--- src/rtl/multi_sing_float.sv ---
// IEEE-754 binary32 multiplier: two-stage pipeline (unpack/multiply, then normalize/round).
// Round to nearest even, subnormal inputs and outputs flushed to signed zero.
module multi_sing_float (
    input  logic        clk,
    input  logic        reset,
    input  logic [31:0] num1,
    input  logic [31:0] num2,
    output logic [31:0] result
);

    logic [7:0]  ea, eb;
    logic [22:0] fa, fb;
    logic        a_zero, a_inf, a_nan;
    logic        b_zero, b_inf, b_nan;
    logic signed [9:0] exp_sum;

    logic [47:0]       s1_prod;
    logic signed [9:0] s1_exp;
    logic              s1_sign;
    logic              s1_nan;
    logic              s1_inf;
    logic              s1_zero;

    always_comb begin
        ea      = num1[30:23];
        eb      = num2[30:23];
        fa      = num1[22:0];
        fb      = num2[22:0];
        a_zero  = (ea == '0);
        b_zero  = (eb == '0);
        a_inf   = (ea == '1) && (fa == '0);
        b_inf   = (eb == '1) && (fb == '0);
        a_nan   = (ea == '1) && (fa != '0);
        b_nan   = (eb == '1) && (fb != '0);
        exp_sum = $signed({2'b00, ea}) + $signed({2'b00, eb}) - 10'sd127;
    end

    always_ff @(posedge clk) begin
        if (reset) begin
            s1_prod <= '0;
            s1_exp  <= '0;
            s1_sign <= 1'b0;
            s1_nan  <= 1'b0;
            s1_inf  <= 1'b0;
            s1_zero <= 1'b0;
        end else begin
            s1_prod <= {1'b1, fa} * {1'b1, fb};
            s1_exp  <= exp_sum;
            s1_sign <= num1[31] ^ num2[31];
            s1_nan  <= a_nan | b_nan | (a_inf & b_zero) | (a_zero & b_inf);
            s1_inf  <= a_inf | b_inf;
            s1_zero <= a_zero | b_zero;
        end
    end

    logic [23:0]       mant;
    logic              guard, rbit, sticky, rnd_up;
    logic [24:0]       mant_r;
    logic [22:0]       frac;
    logic signed [9:0] exp_n, exp_r;
    logic [31:0]       res_d;

    always_comb begin
        if (s1_prod[47]) begin
            mant   = s1_prod[47:24];
            guard  = s1_prod[23];
            rbit   = s1_prod[22];
            sticky = |s1_prod[21:0];
            exp_n  = s1_exp + 10'sd1;
        end else begin
            mant   = s1_prod[46:23];
            guard  = s1_prod[22];
            rbit   = s1_prod[21];
            sticky = |s1_prod[20:0];
            exp_n  = s1_exp;
        end

        rnd_up = guard & (rbit | sticky | mant[0]);
        mant_r = {1'b0, mant} + {24'd0, rnd_up};

        // A carry out of rounding leaves mantissa 1.0, so the fraction collapses to zero
        if (mant_r[24]) begin
            frac  = mant_r[23:1];
            exp_r = exp_n + 10'sd1;
        end else begin
            frac  = mant_r[22:0];
            exp_r = exp_n;
        end

        if (s1_nan)
            res_d = 32'h7FC0_0000;
        else if (s1_inf)
            res_d = {s1_sign, 8'hFF, 23'h0};
        else if (s1_zero)
            res_d = {s1_sign, 31'h0};
        else if (exp_r >= 10'sd255)
            res_d = {s1_sign, 8'hFF, 23'h0};
        else if (exp_r <= 10'sd0)
            res_d = {s1_sign, 31'h0};
        else
            res_d = {s1_sign, exp_r[7:0], frac};
    end

    always_ff @(posedge clk) begin
        if (reset)
            result <= '0;
        else
            result <= res_d;
    end

endmodule

--- config.mk ---
export PLATFORM = sky130hd
export DESIGN_NAME = multi_sing_float
export DESIGN_NICKNAME = d
export VERILOG_FILES = /design/src/rtl/multi_sing_float.sv
export SDC_FILE = /design/constraint.sdc
export NUM_CORES = 2
export LEC_CHECK = 0
export BUFFER_PORTS_ARGS = -buffer_cell sky130_fd_sc_hd__buf_2
export CORE_ASPECT_RATIO = 0.8
export CORE_MARGIN = 3
export CORE_UTILIZATION = 30
export DETAILED_ROUTE_END_ITERATION = 16
export HOLD_SLACK_MARGIN = 0.02
export MAX_ROUTING_LAYER = met4
export PLACE_DENSITY = 0.5
export SYNTH_ARGS = -nofsm -noshare
export SYNTH_HDL_FRONTEND = slang
export SYNTH_SLANG_ARGS = --single-unit
--- constraint.sdc ---
create_clock -name clk -period 9.3 [get_ports clk]
set_clock_uncertainty 0.05 [all_clocks]
set_input_delay 1.86 -clock clk [delete_from_list [all_inputs] [get_ports clk]]
set_output_delay 1.86 -clock clk [all_outputs]
set_load 0.1 [all_outputs]
-- Word level (Yosys, flattened, before mapping)
Cells that the tools add are included.
- shift-type cells: 0
- equality and inequality tests: 2
- reductions and logical operators: 14
- divide/modulo/power cells: 0
- multiplexer cells: 12
- $add $sub $neg: 5
- multiply operators: 1
- bitwise operators: 11
- magnitude comparators: 2
- operator list (kind ; count):
    2-to-1 mux 31 bit ; 5
    multiplier 24 x 24 -> 48 bit ; 1
    logical NOT 23 bit ; 2
    nonzero test 23 bit ; 2
    adder 24 x 1 -> 25 bit ; 1
    2-to-1 mux 24 bit ; 1
    2-to-1 mux 23 bit ; 1
    OR reduction 22 bit ; 1
    OR reduction 21 bit ; 1
    adder 10 x 2 -> 10 bit, second input constant ; 2
    2-to-1 mux 10 bit ; 2
    equality test 8 bit, second input constant ; 2
    logical NOT 8 bit ; 2
    greater-or-equal comparator 10 x 9 -> 1 bit, second input constant ; 1
    less-or-equal comparator 10 x 1 -> 1 bit, second input constant ; 1
    subtractor 9 x 7 -> 10 bit, second input constant ; 1
    adder 8 x 8 -> 9 bit ; 1
    bitwise OR 1 bit ; 7
    OR reduction 6 bit ; 1
    logical AND 1 bit ; 4
    bitwise AND 1 bit ; 3
    2-to-1 mux 1 bit ; 3
    OR reduction 2 bit ; 1
    bitwise XOR 1 bit ; 1
- output and inout port bits: 32
- bits in read-only memories: 0
- latch bits: 0
- register bits: 94
- memories: 0
- word-level logic and storage cells: 56
- RAM bits: 0

-- Logic depth before layout (Yosys ltp)
- depth in word-level cells: 13
- gate-level depth with buffers: 27
- gate-level depth less buffers: 25

-- Worst setup path after synthesis
Ideal clock, no wire load.
- kind: input to register
- start point: in num2[3]
- end point: reg s1_prod[45]
- slack: 782 ps
- buffers on the path: 2
- data required time: 9129 ps
- library setup time: 121 ps
- cell stages on the path: 27
- arrival time: 8347 ps
- path through: clkbuf_1 -> nand2_1 -> fa_1 -> inv_1 -> fa_1 -> inv_1 -> fa_1 -> inv_1 -> fa_1 -> inv_1 -> fa_1 -> inv_1 -> fa_1 -> inv_1 -> fa_1 -> inv_1 -> ha_1 -> clkbuf_1 -> o211ai_1 -> o211ai_1 -> a21oi_1 -> a211oi_1 -> o211ai_1 -> o21bai_1 -> a31oi_1 -> o21ai_0 -> mux2_2
- word-level cells in the longest chain between the ends: 1
- RTL lines (item ; line ; text):
    start: declaration ; 7 ; input logic [31:0] num2,
    multiplier 24 x 24 -> 48 bit ; 47 ; s1_prod <= {1'b1, fa} * {1'b1, fb};
    end signal: assignment ; 47 ;
    end: declaration ; 17 ; logic [47:0] s1_prod;
Every way passes these cells.
A chain may end at the register's enable or synchronous reset.

-- Final worst setup path
- start point: in num2[3]
- end point: reg s1_prod[47]
The elaborated chain is that of the path after synthesis.

==> run_results.csv <==
group,metric,value,unit
yosys,netlist_area,23400,µm²
setup_path,crit_path_end_kind,"flip-flop",
die,core_area,77200,µm²
clock_tree,cts_buffers,9,
drt,viasPerCell,4.64,
clock_tree,clk_pin_slew,0.08,ns
sta,timing.final.crit_share,93.9,%
sta,slew_viol_final,0,
yosys,syn_area_per_cell,8.82,µm²
setup_path,r2r_cells,15,
clock_tree,cts_num_sinks,94,
setup_path,worstPathArrival,8.91,ns
yosys,yosysTopAreaCellShare,41.3,%
yosys,ys_warn_count,0,
sta,fmax,0.115,GHz
sta,fin_crit,8.73,ns
clock_tree,clk_latency,0.37,ns
cells_and_area,fin_nets,3470,
setup_path,regToRegSetupSlack,3.77,ns
cells_and_area,fillCellCount,8180,
drt,wl_per_cell,18.2,µm
sta,hold_violations,0,
hold_path,min_path_cells,1,
sta,worst_pin_slew,0.941,ns
clock_tree,post_cts_buffers,0,
yosys,synth.top_cells.by_area,"fa_1 41%, ha_1 10%, inv_1 9.1%",
drt,vias,17500,
die,die_h,256,µm
cells_and_area,regArea,1880,µm²
die,die_area,81500,µm²
job,cap_violations,0,
die,initial_core_util,30.4,%
clock_tree,cts_resized,0,
place,place_congestion,0.886,
die,die_w,318,µm
global_route,gr-total-overflow,0,
cells_and_area,multiInputGateArea,18900,µm²
place,post-dp-hpwl,57600,µm
clock_tree,cts_tree,"yes",
drt,drt-initial-drc-count,986,
global_route,grt_first_pass_wirelength,108000,µm
sta,finalSetupTns,0,ns
global_route,grt_pass1_vias,18200,
sta,hold_slack,0.410,ns
sta,setup_violations,0,
yosys,yosys.area.top_type,"fa_1",
hold_path,hold_class,"flip-flop to flip-flop",
setup_path,setup.worst_path.class,"primary input to flip-flop",
place,io_buffer_count,97,
setup_path,required,9.48,ns
clock_tree,clockRootBuffer,"clkbuf_16",
yosys,seq_area_frac_synth,8.03,%
global_route,antenna_found_initial,6,
global_route,grt_use_total,17.6,%
drt,drt_pass1_iterations,5,
cells_and_area,area_delta_synth_final,9.76,%
clock_tree,clockBufferDepth,2,
drt,remaining_drc_errors,0,
setup_path,cp_max_fo,13,
die,io_pins,98,
setup_path,start_kind,"primary input",
yosys,synthArstFlopShare,0,%
run_status,status,"finished, final reports clean",
cells_and_area,drive_above_1_share,8.41,%
yosys,ys_ff_latch,94,
sta,max_slew_margin,37.1,%
drt,drt-total-wl,68400,µm
cells_and_area,mostFrequentLayoutCells,"565 x inv_1, 483 x fa_1, 305 x nand2_1, 263 x and2_1, 192 x ha_1",
drt,postRouteAntennaNets,0,
die,row_count,91,
yosys,syn_inst,2658,
cells_and_area,final_common_cell,"inv_1",
yosys,yosys_most_used_dff,"dfxtp_1",
yosys,yosysUniqueCellTypes,76,
clock_tree,cts_hold_buf,0,
clock_tree,cts-htree-levels,3,
yosys,syn-num-nets,3399,
sta,rsz0062_at_grt,"no",
yosys,synth_edf_count,0,
global_route,grt_max_degree,69,
-- kinds of logic (layout without fill, tap and decap cells) --
logic type               count (synthesis)  count (layout)  synth area share, %
XOR/XNOR                                90              90                 3.36
adder cells (fa/ha/maj)                675             675                 51.5
AND/OR/NAND/NOR                        837             837                 18.0
AO/OA/AOI/OAI                          249             249                 7.02
flip-flops                              94              94                 8.03
multiplexers                            19              19                0.838
other                                    0               7                    0
buffers and inverters                  694             770                 11.2
-- final timing paths --
kind                    start          end
setup reg to reg  s1_prod[47]   result[19]
hold / removal        s1_sign   result[31]
hold reg to reg       s1_sign   result[31]
setup / recovery      num2[3]  s1_prod[47]
-- routing by layer --
metal / global-route usage (%) / share of wire [%] / wire length (µm)
met5: - / 0 / 0
met4: 3.10 / 1.5 / 1050
met3: 3.05 / 5.6 / 3820
met2: 27.0 / 46 / 31500
met1: 24.6 / 47 / 32000
-- stage by stage --
| stage | utilization, % | cell area, µm² | setup WS [ns] | instances |
|---|---|---|---|---|
| floorplan | - | 23400 | 0.782 | 2658 |
| global placement | 32.9 | 25400 | 0.256 | 3741 |
| detailed placement | 32.9 | 25400 | 0.233 | 3741 |
| CTS | 33.3 | 25700 | 0.612 | 3757 |
| global route | 33.3 | 25700 | 0.114 | 3761 |
| finish | 33.3 | 25700 | 0.571 | 3764 |
-- flip-flops by register name (all words and copies together), names as in the netlist --
name and cells:
s1_exp 10, s1_nan 1, s1_prod 48, s1_sign 1, s1_inf 1, result 32
s1_zero 1
-- cell usage after synthesis (3+ instances only) --
| cell type | number |
|---|---|
| inv_1 | 565 |
| fa_1 | 483 |
| nand2_1 | 305 |
| and2_1 | 263 |
| ha_1 | 192 |
| clkbuf_1 | 116 |
| nor2_1 | 110 |
| dfxtp_1 | 94 |
| a21oi_1 | 68 |
| o21ai_0 | 53 |
| xnor2_1 | 50 |
| xor2_1 | 40 |
| nand3_1 | 30 |
| a21o_1 | 29 |
| nor3_1 | 27 |
| nor4_1 | 19 |
| nand4_1 | 16 |
| mux2i_1 | 14 |
| a211oi_1 | 13 |
| nor2b_1 | 13 |
| o21a_1 | 13 |
| and3_1 | 12 |
| a31oi_1 | 11 |
| nand2b_1 | 11 |
| a21boi_1 | 9 |
| o211ai_1 | 9 |
| o21bai_1 | 9 |
| nor3b_1 | 6 |
| or3_1 | 6 |
| a2111oi_0 | 4 |
| buf_2 | 4 |
| mux2_2 | 4 |
| a221o_1 | 3 |
| buf_1 | 3 |
| buf_4 | 3 |
-- area by class of cell --
class                   instances  share of cell area, %
flip-flops and latches         94                   7.32
diodes                          7                 0.0681
repair buffers                187                   4.51
multi-input cells            1870                   73.6
inverters                     567                   8.27
clock inverters                 7                  0.399
clock buffers                   9                  0.876
well taps                    1023                   4.98
-- worst max-delay path, cell delays in order --
cell       delay [ns]
buf_2            0.26
buf_4            0.26
nand2_1          0.09
fa_1             0.54
inv_1            0.05
fa_1             0.47
inv_1            0.06
fa_1             0.53
inv_1            0.05
fa_1             0.42
fa_1             0.48
fa_1             0.58
inv_1            0.06
fa_1             0.48
inv_1            0.04
ha_1             0.30
a21oi_1          0.27
o211ai_1         0.16
a211oi_1         0.25
a211oi_1         0.13
buf_4            0.19
o211ai_1         0.27
o21bai_1         0.13
buf_4            0.17
a2111oi_0        0.50
o21ai_0          0.16
nor3b_1          0.15
Power is left out: the tool's default activity adds up to more than one toggle a clock period on the data nets, which glitch-free logic cannot reach.
